[config.mk]
export PLATFORM = sky130hd
export DESIGN_NAME = esm_issue_scheduler
export DESIGN_NICKNAME = d
export VERILOG_FILES = /design/src/rtl/esm_pkg.sv /design/src/rtl/esm_rr_arbiter.sv /design/src/rtl/esm_issue_scheduler.sv
export SDC_FILE = /design/constraint.sdc
export NUM_CORES = 1
export LEC_CHECK = 0
export ABC_AREA = 1
export CAP_MARGIN = 20
export CORE_MARGIN = 2
export CORE_UTILIZATION = 59
export DETAILED_ROUTE_END_ITERATION = 8
export PLACE_DENSITY = 0.93
export SYNTH_ARGS = -nofsm -noshare
export SYNTH_HDL_FRONTEND = slang
export SYNTH_HIERARCHICAL = 1
export SYNTH_SLANG_ARGS = --single-unit
[constraint.sdc]
create_clock -name clk -period 10.75 [get_ports clk]
set_input_delay 1.6125 -clock clk [delete_from_list [all_inputs] [get_ports clk]]
set_output_delay 1.6125 -clock clk [all_outputs]
set_load 0.02 [all_outputs]
[src/rtl/esm_pkg.sv]
// Shared ESM definitions: per-entry buffer state, default buffer depth and
// the index-width helper. Used by the dependency core, the allocator and the
// issue scheduler so all of them agree on encodings and widths.
package esm_pkg;

  // Lifecycle of one instruction-buffer entry
  typedef enum logic [1:0] {
    ENTRY_FREE    = 2'd0,
    ENTRY_WAITING = 2'd1,
    ENTRY_ISSUED  = 2'd2
  } entry_state_e;

  localparam int BS = 16;

  // Index width for an n-entry buffer (at least one bit)
  function automatic int idx_width(input int n);
    return (n > 1) ? $clog2(n) : 1;
  endfunction

endpackage

[src/rtl/esm_rr_arbiter.sv]
// Round-robin arbiter, purely combinational.
//   mask        : requesting entries
//   ptr         : highest-priority position this cycle
//   grant_valid : at least one request
//   grant_index : first requesting entry at or after ptr, wrapping bs-1 -> 0
// Works by rotating the mask so ptr lands at bit 0, priority-encoding the
// lowest set bit, then adding ptr back. The add wraps for free because bs is
// a power of two.
module esm_rr_arbiter
  import esm_pkg::*;
#(
  parameter int  bs = BS,
  localparam int IW = idx_width(bs)
) (
  input  logic [bs-1:0] mask,
  input  logic [IW-1:0] ptr,
  output logic          grant_valid,
  output logic [IW-1:0] grant_index
);

  logic [2*bs-1:0] dbl_s;
  logic [bs-1:0]   rot_s;
  logic [IW-1:0]   off_s;

  // Rotate, priority-encode lowest request, unrotate
  always_comb begin
    dbl_s = {mask, mask} >> ptr;
    rot_s = dbl_s[bs-1:0];
    off_s = '0;
    for (int i = bs - 1; i >= 0; i--) begin
      off_s = rot_s[i] ? IW'(i) : off_s;
    end
    grant_valid = |rot_s;
    grant_index = off_s + ptr;
  end

endmodule

[src/rtl/esm_issue_scheduler.sv]
// ESM issue scheduler. Tracks the state of every instruction-buffer entry,
// offers one dependency-free entry per cycle to execution (round-robin),
// frees entries on completion and reports the lowest free slot upstream.
// Ports:
//   clk, rst                 clock; asynchronous active-low reset
//   ready_index[bs]          per-entry "no outstanding dependencies"
//   alloc_valid/alloc_index  upstream writes an entry
//   issue_valid/issue_index  registered offer to execution
//   issue_ready              execution accepts the offer
//   complete_valid/_index    execution finished an entry
//   free_valid/free_index    lowest FREE entry (index 0 when none)
//   occupied[bs]             entry is not FREE
//   err                      sticky protocol error (bad alloc/complete)
module esm_issue_scheduler
  import esm_pkg::*;
#(
  parameter int  bs = BS,
  localparam int IW = idx_width(bs)
) (
  input  logic          clk,
  input  logic          rst,
  input  logic [bs-1:0] ready_index,
  input  logic          alloc_valid,
  input  logic [IW-1:0] alloc_index,
  output logic          issue_valid,
  output logic [IW-1:0] issue_index,
  input  logic          issue_ready,
  input  logic          complete_valid,
  input  logic [IW-1:0] complete_index,
  output logic          free_valid,
  output logic [IW-1:0] free_index,
  output logic [bs-1:0] occupied,
  output logic          err
);

  entry_state_e  state_r   [bs];
  entry_state_e  state_nxt_s [bs];
  logic [bs-1:0] eligible_s;
  logic [bs-1:0] mask_s;
  logic [IW-1:0] rr_ptr_r;
  logic [IW-1:0] rr_ptr_nxt_s;
  logic [IW-1:0] ptr_s;
  logic          issue_valid_r;
  logic          issue_valid_nxt_s;
  logic [IW-1:0] issue_index_r;
  logic [IW-1:0] issue_index_nxt_s;
  logic          err_r;
  logic          err_nxt_s;
  logic          handshake_s;
  logic          load_s;
  logic          grant_valid_s;
  logic [IW-1:0] grant_index_s;
  logic          alloc_err_s;
  logic          complete_err_s;

  assign issue_valid = issue_valid_r;
  assign issue_index = issue_index_r;
  assign err         = err_r;
  assign handshake_s = issue_valid_r & issue_ready;

  // Eligibility, arbiter inputs, occupancy and lowest-free encoding
  always_comb begin
    free_valid = 1'b0;
    free_index = '0;
    for (int i = bs - 1; i >= 0; i--) begin
      eligible_s[i] = (state_r[i] == ENTRY_WAITING) & ready_index[i];
      occupied[i]   = (state_r[i] != ENTRY_FREE);
      free_index    = (state_r[i] == ENTRY_FREE) ? IW'(i) : free_index;
      free_valid    = free_valid | (state_r[i] == ENTRY_FREE);
    end
    // On a handshake the accepted entry is still WAITING this cycle, so it
    // must be masked out, and the search restarts just past it.
    mask_s = eligible_s;
    if (handshake_s) begin
      mask_s[issue_index_r] = 1'b0;
      ptr_s                 = issue_index_r + IW'(1);
    end else begin
      ptr_s                 = rr_ptr_r;
    end
  end

  esm_rr_arbiter #(.bs(bs)) u_arb (
    .mask        (mask_s),
    .ptr         (ptr_s),
    .grant_valid (grant_valid_s),
    .grant_index (grant_index_s)
  );

  // Per-entry next state, offer register next value and error detection
  always_comb begin
    for (int i = 0; i < bs; i++) begin
      case (state_r[i])
        ENTRY_FREE: begin
          if (alloc_valid && (alloc_index == IW'(i))) state_nxt_s[i] = ENTRY_WAITING;
          else                                        state_nxt_s[i] = ENTRY_FREE;
        end
        ENTRY_WAITING: begin
          if (handshake_s && (issue_index_r == IW'(i))) state_nxt_s[i] = ENTRY_ISSUED;
          else                                          state_nxt_s[i] = ENTRY_WAITING;
        end
        ENTRY_ISSUED: begin
          if (complete_valid && (complete_index == IW'(i))) state_nxt_s[i] = ENTRY_FREE;
          else                                              state_nxt_s[i] = ENTRY_ISSUED;
        end
        default: state_nxt_s[i] = ENTRY_FREE;
      endcase
    end

    alloc_err_s    = alloc_valid    && (state_r[alloc_index]    != ENTRY_FREE);
    complete_err_s = complete_valid && (state_r[complete_index] != ENTRY_ISSUED);
    err_nxt_s      = err_r | alloc_err_s | complete_err_s;

    // The offer is locked until accepted; only reload when empty or consumed
    load_s = ~issue_valid_r | handshake_s;
    if (load_s) begin
      issue_valid_nxt_s = grant_valid_s;
      issue_index_nxt_s = grant_valid_s ? grant_index_s : issue_index_r;
    end else begin
      issue_valid_nxt_s = issue_valid_r;
      issue_index_nxt_s = issue_index_r;
    end

    if (handshake_s) rr_ptr_nxt_s = issue_index_r + IW'(1);
    else             rr_ptr_nxt_s = rr_ptr_r;
  end

  // State, offer, pointer and error registers
  always_ff @(posedge clk or negedge rst) begin
    if (!rst) begin
      for (int i = 0; i < bs; i++) state_r[i] <= ENTRY_FREE;
      rr_ptr_r      <= '0;
      issue_valid_r <= 1'b0;
      issue_index_r <= '0;
      err_r         <= 1'b0;
    end else begin
      for (int i = 0; i < bs; i++) state_r[i] <= state_nxt_s[i];
      rr_ptr_r      <= rr_ptr_nxt_s;
      issue_valid_r <= issue_valid_nxt_s;
      issue_index_r <= issue_index_nxt_s;
      err_r         <= err_nxt_s;
    end
  end

endmodule

==> run_results.csv <==
group,metric,value,unit
run_status,result_of_the_run,"finished, final reports clean",
cts,cts_setup_buffers,0,
synth,synth-simple-area-share,40.6,%
floorplanning,start_util,60.8,%
cts,cts_hold_buffers,0,
synth,mapped_nets,660,
power,power_leakage,2.35,nW
floorplanning,floorplan.die.width,87.4,µm
cts,clock-sinks,42,
place,pre_cts_slack,4990,ps
critical_path,timing.critical_path.required,10940,ps
synth,synth.mux.area_fraction,0.274,%
critical_path,cpLargestDelayFamily,"simple AND/OR/NAND/NOR gates",
synth,post_synth_num_cell_types,43,
route,drt_drc_violations_left,0,
power,switching_share,56.2,%
global_routing,number_of_global_route_vias_before_repair,4323,
floorplanning,fp.dieH,87.4,µm
sta,post-route-min-period,5480,ps
synth,synth_top_area_share,25.6,%
power,power.density_cell_area,336,nW/µm²
synth,yosysMostFrequentCell,"nand2_1",
min_path,hp-class,"flop to flop",
synth,syn_avg_cell_area,6.59,µm²
sta,finalSetupViolCount,0,
critical_path,timing.critical_path.slowest_stage_cell,"nand2_1",
sta,report.final.slew_viol_count,0,
place,dpl_cell_area,4620,µm²
synth,synth_cells,623,
cts,number_of_h_tree_levels,2,
cts,cts_max_path_buffers,2,
critical_path,critPathMaxFanout,19,
floorplanning,core.rowCount,30,
sta,timing_worst_slew_pin_value,962,ps
sta,final-hold-violation-count,0,
sta,final_critical_path_setup_slack,5270,ps
critical_path,r2r-start,"issue_index[0]",
critical_path,worstSetupEndpointType,"flop",
synth,synth_enable_flop_cells,0,
synth,synth-seq-area-share,25.6,%
power,p_int,693,µW
power,power_frac_comb,76.6,%
synth,postSynthRegisterBits,42,
cts,cts_tree,"yes",
sta,achievable_freq,183,MHz
route,wl_per_cell,17.1,µm
synth,yosys.area_share.xor_xnor,1.07,%
route,drt_iter0_drc,592,
layout,antenna_cells_inserted,0,
critical_path,rrSetupSlack,6440,ps
layout,layout.cell_area.non_filler,4710,µm²
global_routing,grt_overflow_total,0,
critical_path,crit_start,"issue_ready",
critical_path,critical_path.n_buffers_inverters,4,
global_routing,grt_max_degree,43,
layout,layout-drive-gt1-share,10.6,%
global_routing,grt_antenna_before_repair,0,
critical_path,timing_worst_setup_path_type,"primary input to flop",
power,irDropWorstVdd,0.219,mV
synth,main_combinational_cell_family_by_area_after_synthesis,"simple AND/OR/NAND/NOR gates",
cts,cts.clk_slew.worst_paths,80,ps
critical_path,worst-endpoint-arrival,5670,ps
place,dpl.cell_count,744,
critical_path,critical_path.startpoint_type,"primary input",
cts,post_cts_resized,0,
route,via_per_inst,6.11,
cts,cts-root-buf,"clkbuf_8",
power,power.share.sequential,16.5,%
synth,synth_async_sr_flop_share,100,%
power,p_total,1.58,mW
power,power.share.clock,6.9,%
run,drv.max_cap_violation_count,0,
synth,largest_area_contributor_in_the_netlist,"dfrtp_1",
cts,tritoncts.num_buffers,5,
synth,synth_top_cells_by_area,"dfrtp_1 (26%), nand2_1 (15%), nand3_1 (9.3%)",
floorplanning,core_area,6760,µm²
global_routing,grt_first_pass_wirelength,20600,µm
floorplanning,top_level_ports,56,
sta,finalSetupTns,0,ps
synth,synth_compound_area_share,16.8,%
cts,worstSkewPairLatency,310,ps
sta,rsz0062_at_grt,"false",
synth,yosys_warnings,6,
sta,timing.clock.skew,5.60,ps
layout,area_growth,14.6,%
min_path,hp-start,"state_r[5]",
route,route.vias.total,4593,
route,drt-pass1-iter-count,6,
place,routabilityCongestion,1.09,
place,io_buffers,55,
layout,stdcell_count,752,
global_routing,grt.total_usage,34.2,%
place,dp.final_hpwl,10200,µm
layout,finalNetCount,708,
synth,area_of_the_mapped_netlist,4110,µm²
sta,period_share,51.0,%
route,drt-total-wl,12900,µm
power,p_sw,890,µW
critical_path,timing.critical_path.slowest_cell_delay,610,ps
route,postRouteAntennaNets,0,
critical_path,worst_path_most_repeated_cell,"nand2_1",
synth,adder_cell_share_of_the_synthesized_area,2.62,%
sta,timing.slew.headroom,35.9,%
synth,synth-main-ff-cell,"dfrtp_1",
floorplanning,floorplan.die_area,7640,µm²
synth,yosys-top-cells-count,"nand2_1 (159), inv_1 (91), nand3_1 (76)",
==> layout by cell type (no fill, tap or decap), types with 4 or more instances in the layout <==
cell type	count
o21ai_1	10
nand3_2	22
o22ai_1	9
clkbuf_8	6
inv_1	91
o31ai_1	25
nand2_4	8
inv_2	5
nand3_1	76
nand2_2	11
a21oi_1	12
ha_1	7
a31oi_1	8
nand2_1	159
o311ai_0	5
o21ai_2	4
nor2_1	60
clkdlybuf4s50_1	54
dfrtp_1	42
o21ai_0	19
==> stage by stage <==
step / hold slack (ps) / util (%)
after floorplan: 446 / -
after global placement: 458 / 68.3
after detailed placement: 470 / 68.3
after CTS: 484 / 69.7
after global routing: 503 / 69.7
final: 485 / 69.7
==> layout make-up <==
class                      count  area (µm²)
clock buffer                   7        86.3
multi-input combinational    466        2520
sequential                    42        1050
clock inverter                 1        5.00
fill                         598        2050
inverter                      98         378
timing repair buffer          58         568
tap                           80         100
==> kinds of logic after synthesis <==
group	Yosys count
compound gates	103
xor+xnor	5
fa+ha+maj	8
buf+inv	115
flops	42
mux	1
simple gates	349
==> power by group through the flow <==
stage | Combinational, mW | Sequential (mW) | Clock [mW]
2_1_floorplan | 0.902 | 0.256 | 0
6_report | 1.21 | 0.261 | 0.109
3_3_place_gp | 1.15 | 0.260 | 0
4_1_cts | 1.19 | 0.259 | 0.107
3_5_place_dp | 1.18 | 0.262 | 0
5_1_grt | 1.33 | 0.267 | 0.114
==> routing by layer <==
metal	wire, µm	track usage (%)
met1	5270	45.8
met2	5780	55.2
met3	1550	9.19
met4	283	8.11
met5	0	0
==> sequential cells by signal, indices dropped and copies added (netlist names) <==
| name | cells |
|---|---|
| rr_ptr_r | 4 |
| issue_index | 4 |
| err | 1 |
| state_r | 32 |
| issue_valid | 1 |
==> worst paths after layout <==
check	cells past startpoint	endpoint
min	1	state_r[5]
max in group asynchronous	1	rr_ptr_r[2]
max	30	issue_index[2]
min in group asynchronous	1	state_r[31]
min reg2reg	1	state_r[5]
max reg2reg	24	issue_index[3]
==> worst register-to-register path, delay by kind of cell, from the launching register on <==
| family | cells | cell delay [ps] |
|---|---|---|
| AO/OA/AOI/OAI | 4 | 460 |
| AND/OR/NAND/NOR | 11 | 1510 |
| XOR/XNOR | 2 | 360 |
| flip-flops | 1 | 460 |
| buffers and inverters | 5 | 770 |
| adder cells (fa/ha/maj) | 2 | 640 |
No activity file was read; power rests on OpenSTA's default activity.
